<file path="config.mk">
export PLATFORM = sky130hd
export DESIGN_NAME = seq_divider
export DESIGN_NICKNAME = d
export VERILOG_FILES = /design/src/rtl/div_pkg.sv /design/src/rtl/div_step.sv /design/src/rtl/seq_divider.sv
export SDC_FILE = /design/constraint.sdc
export NUM_CORES = 1
export LEC_CHECK = 0
export CAP_MARGIN = 20
export CORE_MARGIN = 5
export CORE_UTILIZATION = 35
export CTS_BUF_LIST = sky130_fd_sc_hd__clkbuf_8 sky130_fd_sc_hd__clkbuf_16
export DETAILED_ROUTE_END_ITERATION = 10
export DONT_BUFFER_PORTS = 1
export PLACE_DENSITY = 0.61
export SETUP_SLACK_MARGIN = 0.02
export SLEW_MARGIN = 30
export SYNTH_ARGS = -nofsm -noshare
export SYNTH_HDL_FRONTEND = slang
export SYNTH_HIERARCHICAL = 1
export SYNTH_SLANG_ARGS = --single-unit
</file>
<file path="constraint.sdc">
create_clock -name clock -period 2.4 [get_ports clock]
set_input_delay 0.24 -clock clock [delete_from_list [all_inputs] [get_ports clock]]
set_output_delay 0.24 -clock clock [all_outputs]
set_load 0.05 [all_outputs]
</file>
<file path="src/rtl/div_pkg.sv">
// div_pkg: shared types and constants for the sequential divider.
//   div_state_e        - divider FSM states
//   DIV_DIVIDEND_W     - default dividend / quotient width
//   DIV_DIVISOR_W      - default divisor / remainder width
//   DIV_CNT_W          - step counter width for the default dividend width
//   DIV_ZERO_QUOTIENT  - quotient reported on divide-by-zero
package div_pkg;

  localparam int unsigned DIV_DIVIDEND_W = 24;
  localparam int unsigned DIV_DIVISOR_W  = 12;
  localparam int unsigned DIV_CNT_W      = $clog2(DIV_DIVIDEND_W + 1);

  localparam logic [DIV_DIVIDEND_W-1:0] DIV_ZERO_QUOTIENT = '1;

  typedef enum logic [1:0] {
    IDLE,
    CALC,
    FIX,
    DONE
  } div_state_e;

endpackage

</file>
<file path="src/rtl/div_step.sv">
// div_step: one combinational restoring-division step.
//   rem_i [W:0]   - current partial remainder (always < dvs_i)
//   bit_i         - next dividend bit, shifted in at the LSB
//   dvs_i [W-1:0] - divisor magnitude
//   rem_o [W:0]   - next partial remainder
//   q_o           - quotient bit produced by this step
module div_step #(
  parameter int unsigned W = 12
) (
  input  logic [W:0]   rem_i,
  input  logic         bit_i,
  input  logic [W-1:0] dvs_i,
  output logic [W:0]   rem_o,
  output logic         q_o
);

  logic [W:0] shifted;

  // rem_i stays below the divisor, so its top bit is never set in practice;
  // folding it into the compare keeps the step correct for any input anyway.
  always_comb begin
    shifted = {rem_i[W-1:0], bit_i};
    q_o     = rem_i[W] | (shifted >= {1'b0, dvs_i});
    rem_o   = q_o ? (shifted - {1'b0, dvs_i}) : shifted;
  end

endmodule

</file>
<file path="src/rtl/seq_divider.sv">
// seq_divider: multi-cycle restoring divider, one quotient bit per clock.
//   clock, reset_n      - rising-edge clock, asynchronous active-low reset
//   start               - request, sampled only in IDLE
//   signed_mode         - 1 = two's-complement operands, captured with start
//   dividend, divisor   - operands, captured on the start edge
//   busy                - high from the start edge until done
//   done                - one-cycle pulse, results valid from this cycle on
//   quotient, remainder - registered results, held until the next load
//   div_by_zero         - registered flag, valid with done
//   overflow            - registered flag (signed most-negative / -1 only)
module seq_divider
  import div_pkg::*;
#(
  parameter int unsigned DIVIDEND_W = DIV_DIVIDEND_W,
  parameter int unsigned DIVISOR_W  = DIV_DIVISOR_W
) (
  input  logic                  clock,
  input  logic                  reset_n,
  input  logic                  start,
  input  logic                  signed_mode,
  input  logic [DIVIDEND_W-1:0] dividend,
  input  logic [DIVISOR_W-1:0]  divisor,
  output logic                  busy,
  output logic                  done,
  output logic [DIVIDEND_W-1:0] quotient,
  output logic [DIVISOR_W-1:0]  remainder,
  output logic                  div_by_zero,
  output logic                  overflow
);

  localparam int unsigned CNT_W = $clog2(DIVIDEND_W + 1);

  div_state_e state_q, state_d;

  logic [CNT_W-1:0]      cnt_q, cnt_d;
  // Holds the dividend magnitude on entry; quotient bits shift in at the LSB
  // as dividend bits leave at the MSB, so it ends up holding the quotient.
  logic [DIVIDEND_W-1:0] dvd_q, dvd_d;
  logic [DIVISOR_W-1:0]  dvs_q, dvs_d;
  logic [DIVISOR_W:0]    rem_q, rem_d;
  logic                  q_neg_q, q_neg_d;
  logic                  r_neg_q, r_neg_d;
  logic                  zero_q, zero_d;
  logic                  ovf_q, ovf_d;

  logic                  busy_q, busy_d;
  logic                  done_q, done_d;
  logic [DIVIDEND_W-1:0] quotient_q, quotient_d;
  logic [DIVISOR_W-1:0]  remainder_q, remainder_d;
  logic                  dbz_q, dbz_d;
  logic                  overflow_q, overflow_d;

  logic [DIVIDEND_W-1:0] dvd_mag;
  logic [DIVISOR_W-1:0]  dvs_mag;
  logic [DIVISOR_W:0]    step_rem;
  logic                  step_q;

  div_step #(
    .W(DIVISOR_W)
  ) u_step (
    .rem_i(rem_q),
    .bit_i(dvd_q[DIVIDEND_W-1]),
    .dvs_i(dvs_q),
    .rem_o(step_rem),
    .q_o  (step_q)
  );

  always_comb begin
    dvd_mag = (signed_mode && dividend[DIVIDEND_W-1]) ? -dividend : dividend;
    dvs_mag = (signed_mode && divisor[DIVISOR_W-1])   ? -divisor  : divisor;

    state_d     = state_q;
    cnt_d       = cnt_q;
    dvd_d       = dvd_q;
    dvs_d       = dvs_q;
    rem_d       = rem_q;
    q_neg_d     = q_neg_q;
    r_neg_d     = r_neg_q;
    zero_d      = zero_q;
    ovf_d       = ovf_q;
    busy_d      = busy_q;
    done_d      = 1'b0;
    quotient_d  = quotient_q;
    remainder_d = remainder_q;
    dbz_d       = dbz_q;
    overflow_d  = overflow_q;

    unique case (state_q)
      IDLE: begin
        if (start) begin
          busy_d  = 1'b1;
          cnt_d   = '0;
          rem_d   = '0;
          q_neg_d = signed_mode & (dividend[DIVIDEND_W-1] ^ divisor[DIVISOR_W-1]);
          r_neg_d = signed_mode & dividend[DIVIDEND_W-1];
          ovf_d   = signed_mode
                    && (dividend == {1'b1, {(DIVIDEND_W-1){1'b0}}})
                    && (divisor == '1);
          dvs_d   = dvs_mag;
          if (divisor == '0) begin
            // Routed through FIX so the zero-divisor load shares the normal
            // result path and done lands one edge after the start edge.
            zero_d  = 1'b1;
            dvd_d   = dividend;
            state_d = FIX;
          end else begin
            zero_d  = 1'b0;
            dvd_d   = dvd_mag;
            state_d = CALC;
          end
        end
      end

      CALC: begin
        rem_d = step_rem;
        dvd_d = {dvd_q[DIVIDEND_W-2:0], step_q};
        cnt_d = cnt_q + 1'b1;
        if (cnt_q == CNT_W'(DIVIDEND_W - 1)) begin
          state_d = FIX;
        end
      end

      FIX: begin
        busy_d     = 1'b0;
        done_d     = 1'b1;
        dbz_d      = zero_q;
        overflow_d = ovf_q & ~zero_q;
        if (zero_q) begin
          quotient_d  = '1;
          remainder_d = dvd_q[DIVISOR_W-1:0];
        end else if (ovf_q) begin
          quotient_d  = {1'b1, {(DIVIDEND_W-1){1'b0}}};
          remainder_d = '0;
        end else begin
          quotient_d  = q_neg_q ? -dvd_q : dvd_q;
          remainder_d = r_neg_q ? -rem_q[DIVISOR_W-1:0] : rem_q[DIVISOR_W-1:0];
        end
        state_d = DONE;
      end

      DONE: begin
        state_d = IDLE;
      end

      default: begin
        state_d = IDLE;
      end
    endcase
  end

  always_ff @(posedge clock or negedge reset_n) begin
    if (!reset_n) begin
      state_q     <= IDLE;
      cnt_q       <= '0;
      dvd_q       <= '0;
      dvs_q       <= '0;
      rem_q       <= '0;
      q_neg_q     <= 1'b0;
      r_neg_q     <= 1'b0;
      zero_q      <= 1'b0;
      ovf_q       <= 1'b0;
      busy_q      <= 1'b0;
      done_q      <= 1'b0;
      quotient_q  <= '0;
      remainder_q <= '0;
      dbz_q       <= 1'b0;
      overflow_q  <= 1'b0;
    end else begin
      state_q     <= state_d;
      cnt_q       <= cnt_d;
      dvd_q       <= dvd_d;
      dvs_q       <= dvs_d;
      rem_q       <= rem_d;
      q_neg_q     <= q_neg_d;
      r_neg_q     <= r_neg_d;
      zero_q      <= zero_d;
      ovf_q       <= ovf_d;
      busy_q      <= busy_d;
      done_q      <= done_d;
      quotient_q  <= quotient_d;
      remainder_q <= remainder_d;
      dbz_q       <= dbz_d;
      overflow_q  <= overflow_d;
    end
  end

  assign busy        = busy_q;
  assign done        = done_q;
  assign quotient    = quotient_q;
  assign remainder   = remainder_q;
  assign div_by_zero = dbz_q;
  assign overflow    = overflow_q;

endmodule

</file>
==> flow_summary.json, run 1 <==
{
  "status": "finished, violations left",
  "violations": "negative hold slack",
  "internal_power_w": 0.00641,
  "grtUsageTotal_pct": 16.0,
  "drive_above_1_share_pct": 13.9,
  "cts_root_buf": "clkbuf_16",
  "synthSimpleGateAreaFrac_pct": 15.5,
  "startpoint": "dvd_q[23]",
  "clk_path_buf_depth": 2,
  "drcViolationCount": 0,
  "r2r-end": "rem_q[8]",
  "drv_cap": 0,
  "p_switching_w": 0.00591,
  "crit_fanout": 4,
  "htree_levels": 3,
  "nets": 822,
  "switching_share_pct": 48.0,
  "r2r_cells": 10,
  "synthDistinctLibCells": 65,
  "core_um2": 18500,
  "fp.dieW_um": 147,
  "instances_no_fill": 999,
  "r2r_start": "dvd_q[23]",
  "async_reset_ff_share_pct": 100,
  "path_class": "register to register",
  "grt_pass1_vias": 5276,
  "start_kind": "register",
  "ys_seq_elements": 100,
  "placementRows": 50,
  "synthCells": 747,
  "start_util_pct": 35.2,
  "holdWs_ns": -0.424,
  "period_share_pct": 99.8,
  "antenna_found_initial": 0,
  "cts_num_sinks": 100,
  "yosys.area.top_type_share_pct": 38.4,
  "finalSetupViolCount": 0,
  "arrival_ns": 2.63,
  "grt_overflow": 0,
  "vias_per_cell": 5.48,
  "dieArea_um2": 21500,
  "synthTopCellsByCount": "dfrtp_1 (100), nand2_1 (67), nor2_1 (63)",
  "min_period_ns": 2.40,
  "power_density_nw_per_um2": 1670,
  "drt_iter0_markers": 420,
  "dp_cells": 978,
  "gp_congestion": 0.905,
  "seqPwrFrac_pct": 35.9,
  "numCtsBuffers": 9,
  "diodes": 0,
  "clkPwrFrac_pct": 11.3,
  "required_ns": 2.64,
  "grt_pass1_wl_um": 28300,
  "ff2ff_setup_slack_ns": 0.004,
  "synth_mux_area_share_pct": 3.74,
  "peakVddDrop_mv": 0.517,
  "wl_um": 17100,
  "leakagePower_nw": 3.07,
  "synthXorXnorAreaFrac_pct": 8.99,
  "end_kind": "register",
  "ys_warn_count": 6,
  "ios": 80,
  "max_slew_margin_pct": 53.0,
  "die_y_um": 147,
  "wl_per_cell_um": 17.1,
  "via_count": 5477,
  "synth_nets": 809,
  "syn_to_final_growth_pct": 13.4,
  "clkLatencyLatePin_ns": 0.35,
  "syn_area_um2": 6530,
  "drtAntennaViolNets": 0,
  "synth_compound_area_share_pct": 23.1,
  "yosysTopAreaCell": "dfrtp_1",
  "hold_violations": 100,
  "finalMaxSlewViolations": 0,
  "yosysMostFrequentCell": "dfrtp_1",
  "rsz0062_at_grt": "yes",
  "drtPass1Iterations": 5,
  "max_freq_ghz": 0.417,
  "fill_cells": 1865,
  "synth_top_family_by_area": "compound AO/OA/AOI/OAI gates",
  "tritoncts": "done",
  "yosys-top-cells-area": "dfrtp_1 (38%), xor2_1 (5.1%), a21oi_1 (4.4%)",
  "synth_fa_ha_area_share_pct": 4.33,
  "hold_class": "primary input to asynchronous set/reset pin",
  "synth_flop_cell": "dfrtp_1",
  "clk_pin_slew_ns": 0.07,
  "grt_start_max_net_pins": 101,
  "syn_avg_cell_area_um2": 8.73,
  "tightest_slew_ns": 0.704,
  "p_comb_share_pct": 52.8,
  "synth_seq_area_share_pct": 38.4,
  "hpwlAfterDp_um": 12700,
  "io_buffers": 0,
  "synth-edff-count": 0,
  "skew_ns": 0.00798
}
## critical path, stage by stage, from the launching register on
cell	delay (ns)
dfrtp_1	0.39
inv_2	0.08
ha_4	0.14
fa_2	0.21
nor2b_2	0.05
o31a_2	0.37
o31ai_4	0.28
a21o_1	0.21
xnor2_2	0.08
mux2_4	0.27
a22o_1	0.20
## final cells by class
cell class              instances  area (um2)  share of cell area [%]
clock buffers                   9         225                    3.04
well taps                     234         293                    3.96
inverters                      53         199                    2.69
multi-input cells             550        3720                    50.3
clock inverters                 7        52.6                   0.710
repair buffers                 46         404                    5.46
flip-flops and latches        100        2500                    33.8
## cells by family after synthesis
logic type	after synthesis
AOI/OAI and AO/OA	233
xor gates and xnor gates	67
adders and majority gates	22
buffers and inverters	97
DFF	100
muxes	21
and+or+nand+nor	207
## layer usage
| layer | up-vias | track usage (%) | routed length (um) | part of all wire (%) |
|---|---|---|---|---|
| li1 | 2703 | - | - | - |
| met1 | 2618 | 23.5 | 8220 | 48 |
| met2 | 138 | 23.6 | 7560 | 44 |
| met3 | 18 | 3.97 | 1080 | 6.3 |
| met4 | 0 | 4.09 | 221 | 1.3 |
| met5 | - | 0 | 0 | 0 |
## placed cells by master, fill, tap and decap left out, types with 4 or more instances in the layout
master       n
mux2_2       4
nand4_1      8
nand3b_1     4
a31oi_1      5
mux2_4       8
nand3_1      6
dfrtp_1    100
inv_1       50
xnor2_1     28
o22ai_1     23
mux2i_1      9
o21ai_0     52
buf_4       41
a21oi_1     58
o21ai_1      6
o41ai_1      5
nor3_1      13
ha_1        18
o31ai_1     14
nand2b_1     6
a22oi_1      4
nor4_1       8
a22o_1      12
and3_1       5
or3_1        6
o21a_1       6
nand2_1     67
o221ai_1    21
xor2_1      38
clkbuf_16   10
nor2_1      62
## power by group through the flow
stage          Clock (W)  Combinational, W  Sequential (W)
2_1_floorplan          0           0.00473         0.00417
3_3_place_gp           0           0.00599         0.00445
3_5_place_dp           0           0.00607         0.00447
4_1_cts          0.00143           0.00618         0.00443
5_1_grt          0.00152           0.00725         0.00455
6_report         0.00139           0.00650         0.00443
## sequential cells by signal, indices dropped and copies added (netlist names)
signal,count
busy,1
cnt_q,5
overflow,1
remainder,12
dvs_q,12
zero_q,1
ovf_q,1
q_neg_q,1
dvd_q,24
r_neg_q,1
state_q,2
div_by_zero,1
rem_q,13
done,1
quotient,24
## metrics by stage
stage	utilization (%)	instance area, um2	power, W	setup WS, ns	setup TNS, ns
detailed placement	37.7	6990	0.0105	-0.0175	-0.0252
finish	39.9	7400	0.0123	0.00375	0
floorplan	-	6540	0.00890	0.00146	0
global route	39.9	7400	0.0133	-0.0944	-0.707
CTS	39.4	7300	0.0120	0.0192	0
global placement	37.7	6990	0.0104	0.0365	0
## worst max-delay path by stage
stage,endpoint,slack [ns],cells after the start
after floorplan,rem_q[8],0.001,10
after CTS,rem_q[2],0.02,9
after global routing,rem_q[8],-0.09,10
after detailed placement,rem_q[2],-0.02,9
final,rem_q[8],0.004,10
after global placement,rem_q[3],0.04,9
## what timing repair did
item	CTS	global route
gates cloned	0	1
resized for setup	2	16
endpoints found under the setup margin	5	13
pin swaps	1	5
hold endpoints to repair	100	100
setup buffers	2	2
(Power assumes the default switching activity.)
==> run 2, diff against run 1 <==
- REMOVE_ABC_BUFFERS: not set -> 1
==> run 2 against run 1 <==
- the run ends with negative hold slack, negative setup slack left
- wire length up 3.2%
- count of clock-buffer cells in the layout rose by 2
- maximum frequency down 1.9%
- critical path type unchanged
- critical endpoint is now rem_q[12]
- largest power group unchanged
==> flow_summary.json, run 2 (synthesized netlist as in run 1, its figures left out) <==
{
  "cts_root_buf": "clkbuf_16",
  "arrival_ns": 2.69,
  "grtUsageTotal_pct": 16.3,
  "setup_ws_ns": -0.0414,
  "layout_commonest_cell": "dfrtp_1",
  "clkLatencyLatePin_ns": 0.35,
  "layout_common_cells": "dfrtp_1 (100), nand2_1 (67), nor2_1 (62), a21oi_1 (58), o21ai_0 (52)",
  "die_y_um": 147,
  "wl_um": 17600,
  "multi_input_area_um2": 3720,
  "hold_violations": 100,
  "r2r_start": "rem_q[0]",
  "drt_iter0_markers": 368,
  "drtAntennaViolNets": 0,
  "endpoint": "rem_q[12]",
  "crit_fanout": 5,
  "cts_num_sinks": 100,
  "ff2ff_setup_slack_ns": -0.04,
  "skew_ns": 0.00675,
  "dieArea_um2": 21500,
  "clk_path_buf_depth": 2,
  "r2r-end": "rem_q[12]",
  "violations": "negative hold slack, negative setup slack",
  "start_util_pct": 35.2,
  "drtPass1Iterations": 5,
  "period_share_pct": 102,
  "hold_class": "primary input to asynchronous set/reset pin",
  "peakVddDrop_mv": 0.495,
  "grt_pass1_vias": 5222,
  "holdWs_ns": -0.423,
  "dp_cells": 981,
  "r2r_cells": 10,
  "hpwlAfterDp_um": 12800,
  "grt_overflow": 0,
  "max_freq_ghz": 0.410,
  "nets": 825,
  "via_count": 5483,
  "ios": 80,
  "htree_levels": 3,
  "vias_per_cell": 5.47,
  "end_kind": "register",
  "min_period_ns": 2.44,
  "rsz0062_at_grt": "yes",
  "drive_above_1_share_pct": 13.9,
  "numCtsBuffers": 9,
  "required_ns": 2.65,
  "wl_per_cell_um": 17.6,
  "setup-tns-final_ns": -0.116,
  "status": "finished, violations left",
  "drcViolationCount": 0,
  "tritoncts": "done",
  "max_slew_margin_pct": 55.7,
  "start_kind": "register",
  "clk_pin_slew_ns": 0.07,
  "finalSetupViolCount": 4,
  "diodes": 0,
  "grt_start_max_net_pins": 101,
  "antenna_found_initial": 0,
  "tightest_slew_ns": 0.663,
  "leakagePower_nw": 3.08,
  "io_buffers": 0,
  "grt_pass1_wl_um": 28400,
  "path_class": "register to register",
  "seq_area_um2": 2500,
  "fill_cells": 1814,
  "power_density_nw_per_um2": 1670,
  "placementRows": 50,
  "instances_no_fill": 1002,
  "finalMaxSlewViolations": 0,
  "fin_util_pct": 40.0,
  "startpoint": "rem_q[0]",
  "drv_cap": 0,
  "fp.dieW_um": 147,
  "gp_congestion": 0.926,
  "syn_to_final_growth_pct": 13.6,
  "core_um2": 18500
}
==> run 2: power breakdown <==
| group | internal [W] | leakage [nW] | total [W] | switching [W] |
|---|---|---|---|---|
| logic | 0.00312 | 1.70 | 0.00647 | 0.00334 |
| clock network | 0.000859 | 0.153 | 0.00152 | 0.000657 |
| registers | 0.00247 | 1.22 | 0.00439 | 0.00193 |
| total | 0.00645 | 3.08 | 0.0124 | 0.00593 |
==> run 2: worst min-delay path by stage <==
stage / slack, ns / endpoint / cells after the start
2_1_floorplan: -0.06 / busy / 0
3_5_place_dp: -0.05 / dvs_q[11] / 0
4_1_cts: -0.43 / dvs_q[11] / 0
5_1_grt: -0.43 / dvs_q[11] / 0
6_report: -0.42 / dvs_q[11] / 0
3_3_place_gp: -0.05 / dvs_q[9] / 0
==> run 2: metrics by stage <==
step | cell area [um2] | power (W) | setup slack (ns)
floorplan | 6330 | 0.00861 | -0.612
global placement | 6980 | 0.0104 | 0.0153
detailed placement | 6990 | 0.0105 | -0.0950
CTS | 7330 | 0.0121 | 0.00523
global route | 7410 | 0.0133 | -0.0991
finish | 7410 | 0.0124 | -0.0414
==> run 2: critical path, cell delays in order, from the launching register on <==
cell	delay [ns]
dfrtp_1	0.40
buf_4	0.16
inv_2	0.07
fa_2	0.22
nor2b_1	0.06
o31a_2	0.32
o31ai_4	0.31
a211oi_2	0.12
nor2_1	0.18
mux2_4	0.32
a22o_1	0.20
==> run 2: cell type report <==
type	count	share of cell area, %
multi-input cells	550	50.2
clock buffers	11	3.41
flip-flops and latches	100	33.7
clock inverters	5	0.692
well taps	234	3.95
repair buffers	49	5.30
inverters	53	2.68
==> run 2: timing repair <==
action	in CTS	in global routing
buffers inserted	2	3
endpoints found under the setup margin	13	14
gates resized for setup	4	13
hold endpoints to repair	100	100
pin swaps	1	6
==> run 2: routing by layer <==
metal,wire length (um),global-route usage (%),up-vias
met5,0,0,-
met4,328,5.97,0
met3,1090,3.97,20
met2,7930,24.3,127
met1,8280,23.0,2621
li1,-,-,2715
==> run 3, diff against run 2 <==
- CORE_UTILIZATION: 35 -> 55
- MAX_ROUTING_LAYER: not set -> met4
- PLACE_DENSITY: 0.61 -> 0.83
==> run 3 against run 2 <==
- the flow still finishes with violations (negative hold slack, negative setup slack)
- final cell count shrank 9.5%
- critical path depth is the same
- via count grew 6.4%
- largest cell class unchanged
- clock power shrank 9%
==> flow_summary.json, run 3 (synthesized netlist as in run 1, its figures left out) <==
{
  "status": "finished, violations left",
  "violations": "negative hold slack, negative setup slack",
  "r2r-end": "rem_q[12]",
  "layout_common_cells": "dfrtp_1 (100), nand2_1 (67), nor2_1 (61), a21oi_1 (58), o21ai_0 (53)",
  "tightest_slew_ns": 0.702,
  "path_cells": "inv_2, ha_4, fa_2, nor2b_2, o31a_2, o31ai_4, a211oi_2, nor2_1, mux2_4, a22o_1",
  "start_util_pct": 56.7,
  "cts_root_buf": "clkbuf_16",
  "required_ns": 2.65,
  "vias_per_cell": 6.43,
  "dp_cells": 883,
  "grtUsageTotal_pct": 25.4,
  "wl_um": 17500,
  "instances_no_fill": 907,
  "cp_top_family": "compound AO/OA/AOI/OAI gates",
  "crit_fanout": 4,
  "clk_path_buf_depth": 2,
  "finalMaxSlewViolations": 0,
  "syn_to_final_growth_pct": 11.9,
  "endpoint": "rem_q[12]",
  "p_switching_w": 0.00609,
  "holdWs_ns": -0.422,
  "r2r_start": "dvd_q[23]",
  "path_class": "register to register",
  "cpPeakStageDelay_ns": 0.39,
  "ff2ff_setup_slack_ns": -0.02,
  "slowest_stage": "dfrtp_1",
  "nets": 821,
  "power.total_w": 0.0125,
  "hold_class": "primary input to asynchronous set/reset pin",
  "r2r_cells": 10,
  "period_share_pct": 101,
  "hold_violations": 100,
  "drtAntennaViolNets": 0,
  "fin_util_pct": 63.4,
  "setup_ws_ns": -0.0195,
  "dpl_cell_area_um2": 6810,
  "clk_pin_slew_ns": 0.07,
  "grt_pass1_vias": 5576,
  "min_period_ns": 2.42,
  "dieArea_um2": 14100,
  "end_kind": "register",
  "grt_overflow": 0,
  "drt_iter0_markers": 500,
  "tritoncts": "done",
  "grt_start_max_net_pins": 101,
  "diodes": 0,
  "final_area_um2": 7300,
  "wl_per_cell_um": 19.3,
  "placementRows": 39,
  "clkLatencyLatePin_ns": 0.36,
  "drv_cap": 0,
  "internal_power_w": 0.00638,
  "drcViolationCount": 0,
  "die_y_um": 119,
  "skew_ns": 0.00760,
  "grt_pass1_wl_um": 28300,
  "max_freq_ghz": 0.413,
  "ios": 80,
  "htree_levels": 3,
  "gp_congestion": 0.945,
  "p_comb_share_pct": 53.0,
  "start_kind": "register",
  "switching_share_pct": 48.8,
  "power_density_nw_per_um2": 1710,
  "cp.buffers_inverters": 1,
  "antenna_found_initial": 0,
  "drive_above_1_share_pct": 13.9,
  "rsz0062_at_grt": "yes",
  "arrival_ns": 2.67,
  "clkPwrFrac_pct": 11.0,
  "leakagePower_nw": 3.07,
  "max_slew_margin_pct": 53.2,
  "cts_num_sinks": 100,
  "finalSetupViolCount": 1,
  "via_count": 5834,
  "peakVddDrop_mv": 1.01,
  "fp.dieW_um": 119,
  "numCtsBuffers": 9,
  "drtPass1Iterations": 6,
  "startpoint": "dvd_q[23]",
  "io_buffers": 0,
  "layout_commonest_cell": "dfrtp_1",
  "seqPwrFrac_pct": 36.0,
  "worst-path-stages": 10,
  "core_um2": 11500,
  "hpwlAfterDp_um": 12700
}
## run 3: cell count changes in the layout (fill, tap and decap cells not counted), moves of 2 or more
cell,delta
nor2b_1,-2
mux2_4,+3
mux2_2,-3
o31a_2,-2
clkbuf_8,-2
buf_4,-8
o31a_4,+2
inv_6,+3
buf_6,+5
## run 3: layer usage
metal  vias to the layer above  GRT usage, %  wire length, um
li1                       2702             -                -
met5                         -             -                0
met1                      2794          32.3             7180
met2                       299          39.4             8270
met4                         0          6.88              333
met3                        39          8.15             1750
## run 3: worst min-delay path by stage
stage | to | cells past startpoint | startpoint | slack (ns)
2_1_floorplan | busy | 0 | reset_n | -0.06
3_3_place_gp | div_by_zero | 0 | reset_n | -0.05
3_5_place_dp | quotient[13] | 0 | reset_n | -0.05
4_1_cts | quotient[2] | 0 | reset_n | -0.43
5_1_grt | remainder[0] | 0 | reset_n | -0.44
6_report | quotient[22] | 0 | reset_n | -0.42
## run 3: power by group through the flow
stage / sequential, W / clock [W] / combinational, W
2_1_floorplan: 0.00428 / 0 / 0.00433
3_3_place_gp: 0.00445 / 0 / 0.00566
3_5_place_dp: 0.00448 / 0 / 0.00591
4_1_cts: 0.00446 / 0.00140 / 0.00627
5_1_grt: 0.00459 / 0.00148 / 0.00725
6_report: 0.00448 / 0.00138 / 0.00661
## run 3: area by class of cell
class | count | area (um2)
Sequential cell | 100 | 2500
Fill cell | 946 | 4210
Inverter | 53 | 201
Timing Repair Buffer | 45 | 369
Tap cell | 143 | 179
Clock inverter | 7 | 51.3
Clock buffer | 9 | 225
Multi-Input combinational cell | 550 | 3770
## run 3: metrics by stage
stage          setup WS, ns  setup TNS [ns]
6_report            -0.0195         -0.0195
5_1_grt             -0.0638          -0.182
4_1_cts            -0.00194        -0.00194
3_5_place_dp        -0.0441          -0.203
3_3_place_gp       -0.00531         -0.0143
2_1_floorplan        -0.612           -9.93
## run 3: repair_timing
action | 4_1_cts | 5_1_grt
pin swaps | 5 | 9
cloned | 0 | 0
setup endpoints to repair | 10 | 16
buffers inserted | 5 | 4
resized for setup | 19 | 14
endpoints found under the hold margin | 100 | 100
